File: src/rtl/lisa_i2c_pkg.sv
// lisa_i2c_pkg: shared definitions for the lisa_i2c_seq transaction sequencer.
//   - downstream I2C master register offsets (relative to its base address)
//   - I2C CMD register encodings and STATUS bit positions
//   - sequencer register offsets, FSM state / byte-phase enums
//   - seq_cmd(): CMD byte issued for a given byte phase
package lisa_i2c_pkg;

    // Downstream I2C master register offsets
    localparam logic [6:0] I2C_OFF_RX     = 7'd3;
    localparam logic [6:0] I2C_OFF_STATUS = 7'd4;
    localparam logic [6:0] I2C_OFF_TX     = 7'd5;
    localparam logic [6:0] I2C_OFF_CMD    = 7'd6;

    // Downstream CMD encodings
    localparam logic [7:0] CMD_STA = 8'h80;
    localparam logic [7:0] CMD_STO = 8'h40;
    localparam logic [7:0] CMD_RD  = 8'h20;
    localparam logic [7:0] CMD_WR  = 8'h10;
    localparam logic [7:0] CMD_ACK = 8'h08;

    // Downstream STATUS bit positions
    localparam int I2C_ST_TIP   = 1;
    localparam int I2C_ST_AL    = 5;
    localparam int I2C_ST_RXACK = 7;

    // Sequencer register offsets
    localparam logic [2:0] REG_CTRL   = 3'd0;
    localparam logic [2:0] REG_SADDR  = 3'd1;
    localparam logic [2:0] REG_REGPTR = 3'd2;
    localparam logic [2:0] REG_STATUS = 3'd3;

    typedef enum logic [2:0] {
        S_IDLE,
        S_WR_TX,
        S_WR_CMD,
        S_GUARD,
        S_POLL,
        S_CHECK,
        S_RD_RX,
        S_FINISH
    } seq_state_e;

    // Which byte of the transaction is in flight
    typedef enum logic [1:0] {
        PH_ADDR,   // slave address + W, with START
        PH_REG,    // register pointer
        PH_RADDR,  // repeated START, slave address + R
        PH_DATA    // data bytes, direction from CTRL.dir
    } seq_phase_e;

    function automatic logic [7:0] seq_cmd(seq_phase_e ph, logic dir, logic last, logic stop);
        logic [7:0] c;
        c = CMD_WR;
        if (stop) begin
            c = CMD_STO;
        end else begin
            case (ph)
                PH_ADDR:  c = CMD_STA | CMD_WR;
                PH_REG:   c = CMD_WR;
                PH_RADDR: c = CMD_STA | CMD_WR;
                PH_DATA: begin
                    if (dir) c = last ? (CMD_RD | CMD_ACK | CMD_STO) : CMD_RD;
                    else     c = last ? (CMD_STO | CMD_WR) : CMD_WR;
                end
                default:  c = CMD_WR;
            endcase
        end
        return c;
    endfunction

endpackage

File: src/rtl/lisa_i2c_seq.sv
// lisa_i2c_seq: autonomous I2C transaction sequencer driving the register port
// of a downstream I2C master. The CPU loads SADDR/REGPTR/DATA/len and sets GO;
// the block issues TX/CMD writes, polls STATUS.tip and collects RX bytes.
//
// Ports:
//   clk, rst_n         clock, asynchronous active-low reset
//   d_addr/d_i/d_periph/d_we/d_rd   CPU register port (SEQ_BASE..SEQ_BASE+7)
//   d_o                combinational CPU read data (0 outside the window)
//   m_addr/m_di/m_we/m_rd           single-cycle accesses to the I2C master
//   m_do               combinational read data from the I2C master
//   m_own              sequencer owns the I2C port (external mux select)
//   irq                STATUS.done & CTRL.ien
//
// Optional build macro LISA_I2C_SEQ_TIMEOUT_EN: bounds each STATUS poll at
// TIMEOUT_CYCLES; on expiry STATUS.timeout is set and a STOP is issued.
module lisa_i2c_seq
    import lisa_i2c_pkg::*;
#(
    parameter logic [6:0]  I2C_BASE       = 7'h20,
    parameter logic [6:0]  SEQ_BASE       = 7'h28,   // must be 8-aligned
    parameter logic [19:0] TIMEOUT_CYCLES = 20'hFFFFF
) (
    input  logic       clk,
    input  logic       rst_n,
    input  logic [6:0] d_addr,
    input  logic [7:0] d_i,
    input  logic       d_periph,
    input  logic       d_we,
    input  logic       d_rd,
    output logic [7:0] d_o,
    output logic [6:0] m_addr,
    output logic [7:0] m_di,
    output logic       m_we,
    output logic       m_rd,
    input  logic [7:0] m_do,
    output logic       m_own,
    output logic       irq
);

    seq_state_e r_state, w_state_nxt;
    seq_phase_e r_phase;

    logic            r_dir, r_ien;
    logic [1:0]      r_len, r_idx;
    logic [6:0]      r_saddr;
    logic [7:0]      r_regptr;
    logic [3:0][7:0] r_data;
    logic            r_busy, r_done, r_nack, r_al, r_tmo;
    logic            r_m_al, r_m_rxack;   // downstream status captured when tip drops
    logic            r_stop;              // NACK recovery STOP in flight, finish after it
    logic            r_tmo_stop;          // timeout STOP, finish without polling
    logic            r_gcnt;

    logic       w_sel, w_wr, w_go, w_last, w_rdata, w_tmo_hit;
    logic [2:0] w_off;
    logic [7:0] w_tx;
    logic [19:0] w_tcnt;

    // SEQ_BASE is 8-aligned, so the upper address bits select the window
    assign w_sel   = d_periph && (d_addr[6:3] == SEQ_BASE[6:3]);
    assign w_off   = d_addr[2:0];
    assign w_wr    = w_sel && d_we;
    assign w_go    = w_wr && (w_off == REG_CTRL) && d_i[0] && !r_busy;
    assign w_last  = (r_idx == r_len);
    assign w_rdata = (r_phase == PH_DATA) && r_dir;

`ifdef LISA_I2C_SEQ_TIMEOUT_EN
    localparam bit TMO_EN = 1'b1;
    logic [19:0] r_tcnt;

    always_ff @(posedge clk or negedge rst_n) begin
        if (!rst_n)                             r_tcnt <= '0;
        else if (r_state == S_GUARD && r_gcnt)  r_tcnt <= '0;   // entering POLL
        else if (r_state == S_POLL)             r_tcnt <= r_tcnt + 20'd1;
    end
    assign w_tcnt = r_tcnt;
`else
    localparam bit TMO_EN = 1'b0;
    assign w_tcnt = '0;
`endif

    // Fires on the TIMEOUT_CYCLES-th consecutive POLL cycle
    assign w_tmo_hit = TMO_EN && (w_tcnt == TIMEOUT_CYCLES - 20'd1);

    // ---------------- FSM: state register ----------------
    always_ff @(posedge clk or negedge rst_n) begin
        if (!rst_n) r_state <= S_IDLE;
        else        r_state <= w_state_nxt;
    end

    // ---------------- FSM: next state ----------------
    always_comb begin
        w_state_nxt = r_state;
        case (r_state)
            S_IDLE:   if (w_go) w_state_nxt = S_WR_TX;
            S_WR_TX:  w_state_nxt = S_WR_CMD;
            S_WR_CMD: w_state_nxt = r_tmo_stop ? S_FINISH : S_GUARD;
            S_GUARD:  if (r_gcnt) w_state_nxt = S_POLL;
            S_POLL: begin
                if (!m_do[I2C_ST_TIP]) w_state_nxt = S_CHECK;
                else if (w_tmo_hit)    w_state_nxt = S_WR_CMD;
            end
            S_CHECK: begin
                if (r_stop || r_m_al)          w_state_nxt = S_FINISH;
                else if (r_m_rxack && !w_rdata) w_state_nxt = S_WR_CMD;
                else begin
                    case (r_phase)
                        PH_ADDR:  w_state_nxt = S_WR_TX;
                        PH_REG:   w_state_nxt = S_WR_TX;
                        PH_RADDR: w_state_nxt = S_WR_CMD;
                        default:  w_state_nxt = r_dir ? S_RD_RX : (w_last ? S_FINISH : S_WR_TX);
                    endcase
                end
            end
            S_RD_RX:  w_state_nxt = w_last ? S_FINISH : S_WR_CMD;
            S_FINISH: w_state_nxt = S_IDLE;
            default:  w_state_nxt = S_IDLE;
        endcase
    end

    // ---------------- FSM: outputs ----------------
    always_comb begin
        case (r_phase)
            PH_ADDR:  w_tx = {r_saddr, 1'b0};
            PH_REG:   w_tx = r_regptr;
            PH_RADDR: w_tx = {r_saddr, 1'b1};
            default:  w_tx = r_data[r_idx];
        endcase
    end

    always_comb begin
        m_addr = '0;
        m_di   = '0;
        m_we   = 1'b0;
        m_rd   = 1'b0;
        case (r_state)
            S_WR_TX: begin
                m_addr = I2C_BASE + I2C_OFF_TX;
                m_di   = w_tx;
                m_we   = 1'b1;
            end
            S_WR_CMD: begin
                m_addr = I2C_BASE + I2C_OFF_CMD;
                m_di   = seq_cmd(r_phase, r_dir, w_last, r_stop || r_tmo_stop);
                m_we   = 1'b1;
            end
            S_POLL: begin
                m_addr = I2C_BASE + I2C_OFF_STATUS;
                m_rd   = 1'b1;
            end
            S_RD_RX: begin
                m_addr = I2C_BASE + I2C_OFF_RX;
                m_rd   = 1'b1;
            end
            default: ;
        endcase
    end

    assign m_own = r_busy;
    assign irq   = r_done && r_ien;

    // ---------------- registers / datapath ----------------
    always_ff @(posedge clk or negedge rst_n) begin
        if (!rst_n) begin
            r_phase    <= PH_ADDR;
            r_dir      <= 1'b0;
            r_ien      <= 1'b0;
            r_len      <= '0;
            r_idx      <= '0;
            r_saddr    <= '0;
            r_regptr   <= '0;
            r_data     <= '0;
            r_busy     <= 1'b0;
            r_done     <= 1'b0;
            r_nack     <= 1'b0;
            r_al       <= 1'b0;
            r_tmo      <= 1'b0;
            r_m_al     <= 1'b0;
            r_m_rxack  <= 1'b0;
            r_stop     <= 1'b0;
            r_tmo_stop <= 1'b0;
            r_gcnt     <= 1'b0;
        end else begin
            // CPU writes; transaction parameters are frozen while busy
            if (w_wr) begin
                case (w_off)
                    REG_CTRL: begin
                        r_ien <= d_i[7];
                        if (!r_busy) begin
                            r_dir <= d_i[1];
                            r_len <= d_i[3:2];
                        end
                    end
                    REG_SADDR:  if (!r_busy) r_saddr  <= d_i[6:0];
                    REG_REGPTR: if (!r_busy) r_regptr <= d_i;
                    REG_STATUS: begin
                        r_done <= 1'b0;
                        r_nack <= 1'b0;
                        r_al   <= 1'b0;
                        r_tmo  <= 1'b0;
                    end
                    default:    if (!r_busy) r_data[w_off[1:0]] <= d_i;
                endcase
            end

            if (w_go) begin
                r_busy     <= 1'b1;
                r_done     <= 1'b0;
                r_nack     <= 1'b0;
                r_al       <= 1'b0;
                r_tmo      <= 1'b0;
                r_phase    <= PH_ADDR;
                r_idx      <= '0;
                r_stop     <= 1'b0;
                r_tmo_stop <= 1'b0;
            end

            // FSM-driven updates take priority over a same-cycle STATUS clear
            case (r_state)
                S_WR_CMD: r_gcnt <= 1'b0;
                S_GUARD:  r_gcnt <= ~r_gcnt;
                S_POLL: begin
                    if (!m_do[I2C_ST_TIP]) begin
                        r_m_al    <= m_do[I2C_ST_AL];
                        r_m_rxack <= m_do[I2C_ST_RXACK];
                    end else if (w_tmo_hit) begin
                        r_tmo      <= 1'b1;
                        r_tmo_stop <= 1'b1;
                    end
                end
                S_CHECK: begin
                    if (r_stop) begin
                        // STOP after NACK has completed
                    end else if (r_m_al) begin
                        r_al <= 1'b1;
                    end else if (r_m_rxack && !w_rdata) begin
                        r_nack <= 1'b1;
                        r_stop <= 1'b1;
                    end else begin
                        case (r_phase)
                            PH_ADDR:  r_phase <= PH_REG;
                            PH_REG:   r_phase <= r_dir ? PH_RADDR : PH_DATA;
                            PH_RADDR: r_phase <= PH_DATA;
                            default:  if (!r_dir && !w_last) r_idx <= r_idx + 2'd1;
                        endcase
                    end
                end
                S_RD_RX: begin
                    r_data[r_idx] <= m_do;
                    if (!w_last) r_idx <= r_idx + 2'd1;
                end
                S_FINISH: begin
                    r_busy <= 1'b0;
                    r_done <= 1'b1;
                end
                default: ;
            endcase
        end
    end

    // ---------------- CPU read mux ----------------
    always_comb begin
        d_o = '0;
        if (w_sel && d_rd) begin
            case (w_off)
                REG_CTRL:   d_o = {r_ien, 3'b000, r_len, r_dir, 1'b0};
                REG_SADDR:  d_o = {1'b0, r_saddr};
                REG_REGPTR: d_o = r_regptr;
                REG_STATUS: d_o = {3'b000, r_tmo, r_al, r_nack, r_done, r_busy};
                default:    d_o = r_data[w_off[1:0]];
            endcase
        end
    end

endmodule
File: config.mk
export PLATFORM = sky130hd
export DESIGN_NAME = lisa_i2c_seq
export DESIGN_NICKNAME = d
export VERILOG_FILES = /design/src/rtl/lisa_i2c_pkg.sv /design/src/rtl/lisa_i2c_seq.sv
export SDC_FILE = /design/constraint.sdc
export NUM_CORES = 1
export LEC_CHECK = 0
export BUFFER_PORTS_ARGS = -buffer_cell sky130_fd_sc_hd__buf_2
export CELL_PAD_IN_SITES_DETAIL_PLACEMENT = 1
export CELL_PAD_IN_SITES_GLOBAL_PLACEMENT = 1
export CORE_ASPECT_RATIO = 0.9
export CORE_MARGIN = 2
export CORE_UTILIZATION = 49
export DETAILED_ROUTE_END_ITERATION = 12
export HOLD_SLACK_MARGIN = 0.15
export PLACE_DENSITY = 0.86
export SLEW_MARGIN = 30
export SYNTH_ARGS = -nofsm -noshare
export SYNTH_HDL_FRONTEND = slang
export SYNTH_SLANG_ARGS = --single-unit
File: constraint.sdc
create_clock -name clk -period 4.2 [get_ports clk]
set_input_delay 0.42 -clock clk [delete_from_list [all_inputs] [get_ports clk]]
set_output_delay 0.42 -clock clk [all_outputs]
set_load 0.02 [all_outputs]
**After elaboration in Yosys (flattened, before gate mapping)**

Cells that the tools add are included.

- Flip-flop bits (word level): 67
- Input bits: 28
- Output and inout port bits: 27
- Logic and storage cells: 163

- Bitwise gates (word level): 3
- Equal/unequal tests: 18
- Add/sub/neg operators: 1
- Multiplexer cells: 76
- Order comparisons: 4
- Reductions and logical operators: 40

Operator list:

| kind | number |
|---|---|
| 32-bit 2-to-1 mux | 4 |
| 32-bit bitwise mux | 2 |
| 8-bit 2-to-1 mux | 6 |
| 8-bit case mux with 3 select lines | 2 |
| 8-bit binary-select mux with 2-bit select | 2 |
| 8-bit demux with 2-bit select | 2 |
| 8-bit case mux with 4 select lines | 1 |
| 1-bit 2-to-1 mux | 27 |
| 2-bit 2-to-1 mux | 12 |
| 3-bit 2-to-1 mux | 8 |
| 3-bit case mux with 8 select lines | 1 |
| 6-bit case mux with 4 select lines | 1 |
| 7-bit 2-to-1 mux | 3 |
| 8-bit case mux with 2 select lines | 1 |
| 3-bit by 2-bit == test with 1-bit output, second input constant | 4 |
| 3-bit == test, second input constant | 4 |
| 1-bit logical AND | 12 |
| 3-bit AND reduction | 4 |
| 2-bit AND reduction | 4 |
| 2-bit nonzero test | 4 |
| 2-bit OR reduction | 4 |
| 3-bit by 1-bit == test with 1-bit output, second input constant | 2 |
| 3-bit logical NOT | 2 |
| 2-bit by 3-bit less-than comparator with 1-bit output, second input constant | 2 |
| 18 further kinds | 28 |

**Depth between registers and ports, before layout**

- Word-level depth: 13
- Mapped depth: 7
- Depth with buffers taken out: 6

**Worst setup path after synthesis**

Ideal clock, no wire load.

- Path kind: reg-to-output
- Start: reg r_phase[0]
- End: out m_di[6]
- Required time: 3780 ps
- Stages on the path, launching flop included: 6
- Path slack: 2044 ps
- Arrival: 1736 ps
- Path buffers: 2
- Cell sequence: dfrtp_1 ha_1 clkbuf_1 clkbuf_1 a21oi_1 o32ai_1

- Longest elaborated chain between the ends: 5
- Elaborated cells between the ends (all ways): 9
- Those cells by class: eq/ne: 3; mux: 4; reduce/logical: 2

RTL lines:

| what | RTL line | source |
|---|---|---|
| start, declared | lisa_i2c_seq.sv:41 | `seq_phase_e r_phase;` |
| start signal, assigned | lisa_i2c_seq.sv:242 | `PH_REG: r_phase <= r_dir ? PH_RADDR : PH_DATA;` |
| 2-bit == test / 2-bit logical NOT (equally long branches) | lisa_i2c_pkg.sv:57, lisa_i2c_seq.sv:123 |  |
| 2-bit OR reduction (no line) | -- |  |
| 8-bit case mux with 3 select lines | lisa_i2c_pkg.sv:57 | `case (ph)` |
| 8-bit 2-to-1 mux | lisa_i2c_pkg.sv:54 | `if (stop) begin` |
| 8-bit case mux with 2 select lines (*) | lisa_i2c_seq.sv:136 | `case (r_state)` |
| end, declared | lisa_i2c_seq.sv:32 | `output logic [7:0] m_di,` |

Mark *: on every way between the ends. The rest lies on a longest branch, timed or not.

**Worst setup path after layout**

- Start: reg r_idx[0]
- End: out m_di[5]

- Longest elaborated chain between the ends: 4

RTL lines:

| what | RTL line | source |
|---|---|---|
| start, declared | lisa_i2c_seq.sv:44 | `logic [1:0] r_len, r_idx;` |
| start signal, assigned | lisa_i2c_seq.sv:244 | `default: if (!r_dir && !w_last) r_idx <= r_idx + 2'd1;` |
| start signal, assigned | lisa_i2c_seq.sv:250 | `if (!w_last) r_idx <= r_idx + 2'd1;` |
| 8-bit binary-select mux with 2-bit select | lisa_i2c_seq.sv:127 | `default: w_tx = r_data[r_idx];` |
| 8-bit 2-to-1 mux (not written as such) | lisa_i2c_seq.sv:127 |  |
| 8-bit case mux with 3 select lines | lisa_i2c_seq.sv:123 | `case (r_phase)` |
| 8-bit case mux with 2 select lines | lisa_i2c_seq.sv:136 |  |

No other way between the ends. The select of a mux whose other input is x is not followed.

==> impl_metrics.tcl <==
set metrics [dict create \
    n_antenna_cell 0 \
    synth.distinct_cells 57 \
    cts_hold_buffers 1 \
    layout.cells.non_filler 564 \
    yosys_warnings 0 \
    worstPathRequired_ns 3.78 \
    synth_xor_xnor_area_share 0.00626 \
    cp-end-kind "primary output" \
    yosysMostFrequentCell "dfrtp_1" \
    min_period_ns 2.90 \
    rsz0062_at_grt "false" \
    yosys-top-cells-area "dfrtp_1 39%, mux4_2 10%, mux2i_1 8.1%" \
    syn_inst 401 \
    synthAdderAreaFrac 0.0239 \
    ant_nets 0 \
    fill_cells 951 \
    yosys.area_share.simple 0.165 \
    startpoint_type "register" \
    grt_max_degree 43 \
    synth_top_cell_area_share 0.394 \
    cts_tree "built" \
    grt_pass1_vias 3799 \
    hold_depth 3 \
    ys.flop_type "dfrtp_1" \
    ioPinCount 55 \
    hold_viol 0 \
    drcViolationCount 0 \
    stdcell_area_sq_um 4670 \
    clockRootBuffer "clkbuf_8" \
    drt-pass1-iter-count 5 \
    dieWidth_um 102 \
    cap_violations 0 \
    cp_max_fo 14 \
    cts_setup_buffers 0 \
    finalCritPeriodShare 0.691 \
    netlist_area_sq_um 4190 \
    fin_skew_ns 0.0107 \
    initialDrtViolationCount 249 \
    viasPerCell 6.40 \
    io_buffers 51 \
    final_nets 478 \
    start_util 0.496 \
    avgSynthCellArea_sq_um 10.5 \
    relSlewSlack 0.358 \
    drive_gt1_frac 0.270 \
    cts_num_sinks 66 \
    dr_total_vias 3611 \
    syn_to_final_growth_pct 11.2 \
    grt.overflow.total 0 \
    fin_setup_tns_ns 0 \
    rows 32 \
    hp-start "m_do[6]" \
    synth_mux_area_frac 0.245 \
    cts_buffers 9 \
    grt_pass1_wl_mm 21.0 \
    crit_arrival_ns 2.48 \
    coreArea_sq_um 8450 \
    dpl-instance-area_sq_um 4490 \
    crit_type "register to primary output" \
    cts_buffer_depth 2 \
    regToRegEndpoint "r_idx[1]" \
    r2r-start "r_phase[0]" \
    synth_edf_count 0 \
    tightest_slew_ns 0.956 \
    max_freq_mhz 345 \
    synth_compound_area_frac 0.127 \
    whs_ns 0.367 \
    synth_top_family_by_area "multiplexers" \
    hold_end "r_data[30]" \
    worst_skew_pair.late_latency_ns 0.36 \
    setup_violations 0 \
    path_clk_slew_ns 0.07 \
    dpl.hpwl_mm 9.09 \
    synth_common_cells "66 x dfrtp_1, 53 x nor2_1, 43 x a21oi_1" \
    synth.largest_area_cell "dfrtp_1" \
    yosysSeqAreaShare 0.394 \
    powerDensity_nw_per_um2 562 \
    r2r_cells 5 \
    die_h_um 91.8 \
    wl_per_cell_um 23.7 \
    gp_congestion 0.946 \
    rrSetupSlack_ns 1.57 \
    routed_wl_mm 13.3 \
    min_path_type "input port to register" \
    ir_drop_mv 0.246 \
    p_leak_nw 2.18 \
    dieArea_sq_um 9320 \
    post_cts_resized 0 \
    status "complete, no violations" \
    htreeDepth 3 \
    async_flop_share 1.00 \
    synth_seq_cells 66 \
    antenna_found_initial 0 \
    dpl.cell_count 549 \
    maxSlewViolCount 0 \
    grt_util_all_layers 0.303 \
]
-- where the power goes --
part	leakage [nW]	internal (mW)	switching, mW
clock	0.0875	0.219	0.249
combinational	1.28	0.484	0.516
sequential	0.809	0.848	0.303
total	2.18	1.55	1.07
-- cell type report --
cell class,instances,area [sq um],share of cell area
multi-input combinational,301,2390,0.513
clock inverter,4,20.0,0.00429
timing repair buffer,53,273,0.0585
inverter,11,41.3,0.00885
clock buffer,10,138,0.0295
tap,119,149,0.0319
sequential,66,1650,0.354
-- layer usage --
layer | part of all wire | vias up | wire [um] | global-route usage
met1 | 0.42 | 1857 | 5550 | 0.396
met3 | 0.062 | 33 | 832 | 0.0556
met4 | 0.033 | 0 | 447 | 0.144
met5 | 0 | - | 0 | 0
li1 | - | 1566 | - | -
met2 | 0.49 | 155 | 6520 | 0.485
-- stage by stage --
stage / setup slack (ns) / power [mW] / util
finish: 1.30 / 2.62 / 0.552
global route: 1.19 / 2.77 / 0.552
detailed placement: 1.27 / 2.12 / 0.532
floorplan: 2.04 / 1.78 / -
CTS: 1.26 / 2.61 / 0.552
global placement: 1.36 / 2.04 / 0.532
-- critical path, stage by stage (launching register included) --
cell	delay, ns
dfrtp_1	0.87
mux4_2	0.62
a32o_1	0.27
nand2_1	0.08
o31ai_1	0.09
buf_2	0.19
-- how the worst max path moves through the flow --
| stage | slack, ns | end | start | depth (start not counted) |
|---|---|---|---|---|
| after CTS | 1.26 | d_o[5] | d_addr[5] | 5 |
| after global placement | 1.36 | d_o[5] | d_addr[5] | 5 |
| after detailed placement | 1.27 | d_o[5] | d_addr[5] | 5 |
| final | 1.30 | m_di[5] | r_idx[0] | 5 |
| after floorplan | 2.04 | m_di[6] | r_phase[0] | 5 |
| after global routing | 1.19 | m_di[6] | r_idx[0] | 5 |
-- placed cells by master (no fill, tap or decap), types with 6 or more instances in the layout --
cell type,Yosys,layout
a21oi_1,43,43
a221oi_1,8,8
buf_2,4,51
clkbuf_8,0,10
dfrtp_1,66,66
ha_1,8,8
inv_1,11,11
mux2_2,23,23
mux2i_1,34,34
mux4_2,19,19
nand2_1,24,24
nor2_1,53,53
nor2b_1,6,6
nor3_1,12,12
o21ai_0,7,7
-- registers in the layout, summed over array words and instances, names as in the netlist, 2 cells and up --
register and cells:
r_idx 2, r_state 3, r_regptr 8, r_len 2, r_phase 2, r_saddr 7
r_data 32
-- cell families (layout without fill, tap and decap cells) --
group	count (synthesis)	in the layout
buf+inv	36	78
mux	76	76
fa+ha+maj	8	8
flops	66	66
other cells	1	3
xor+xnor	3	3
compound gates	83	83
simple gates	128	128
(Power assumes the default switching activity.)
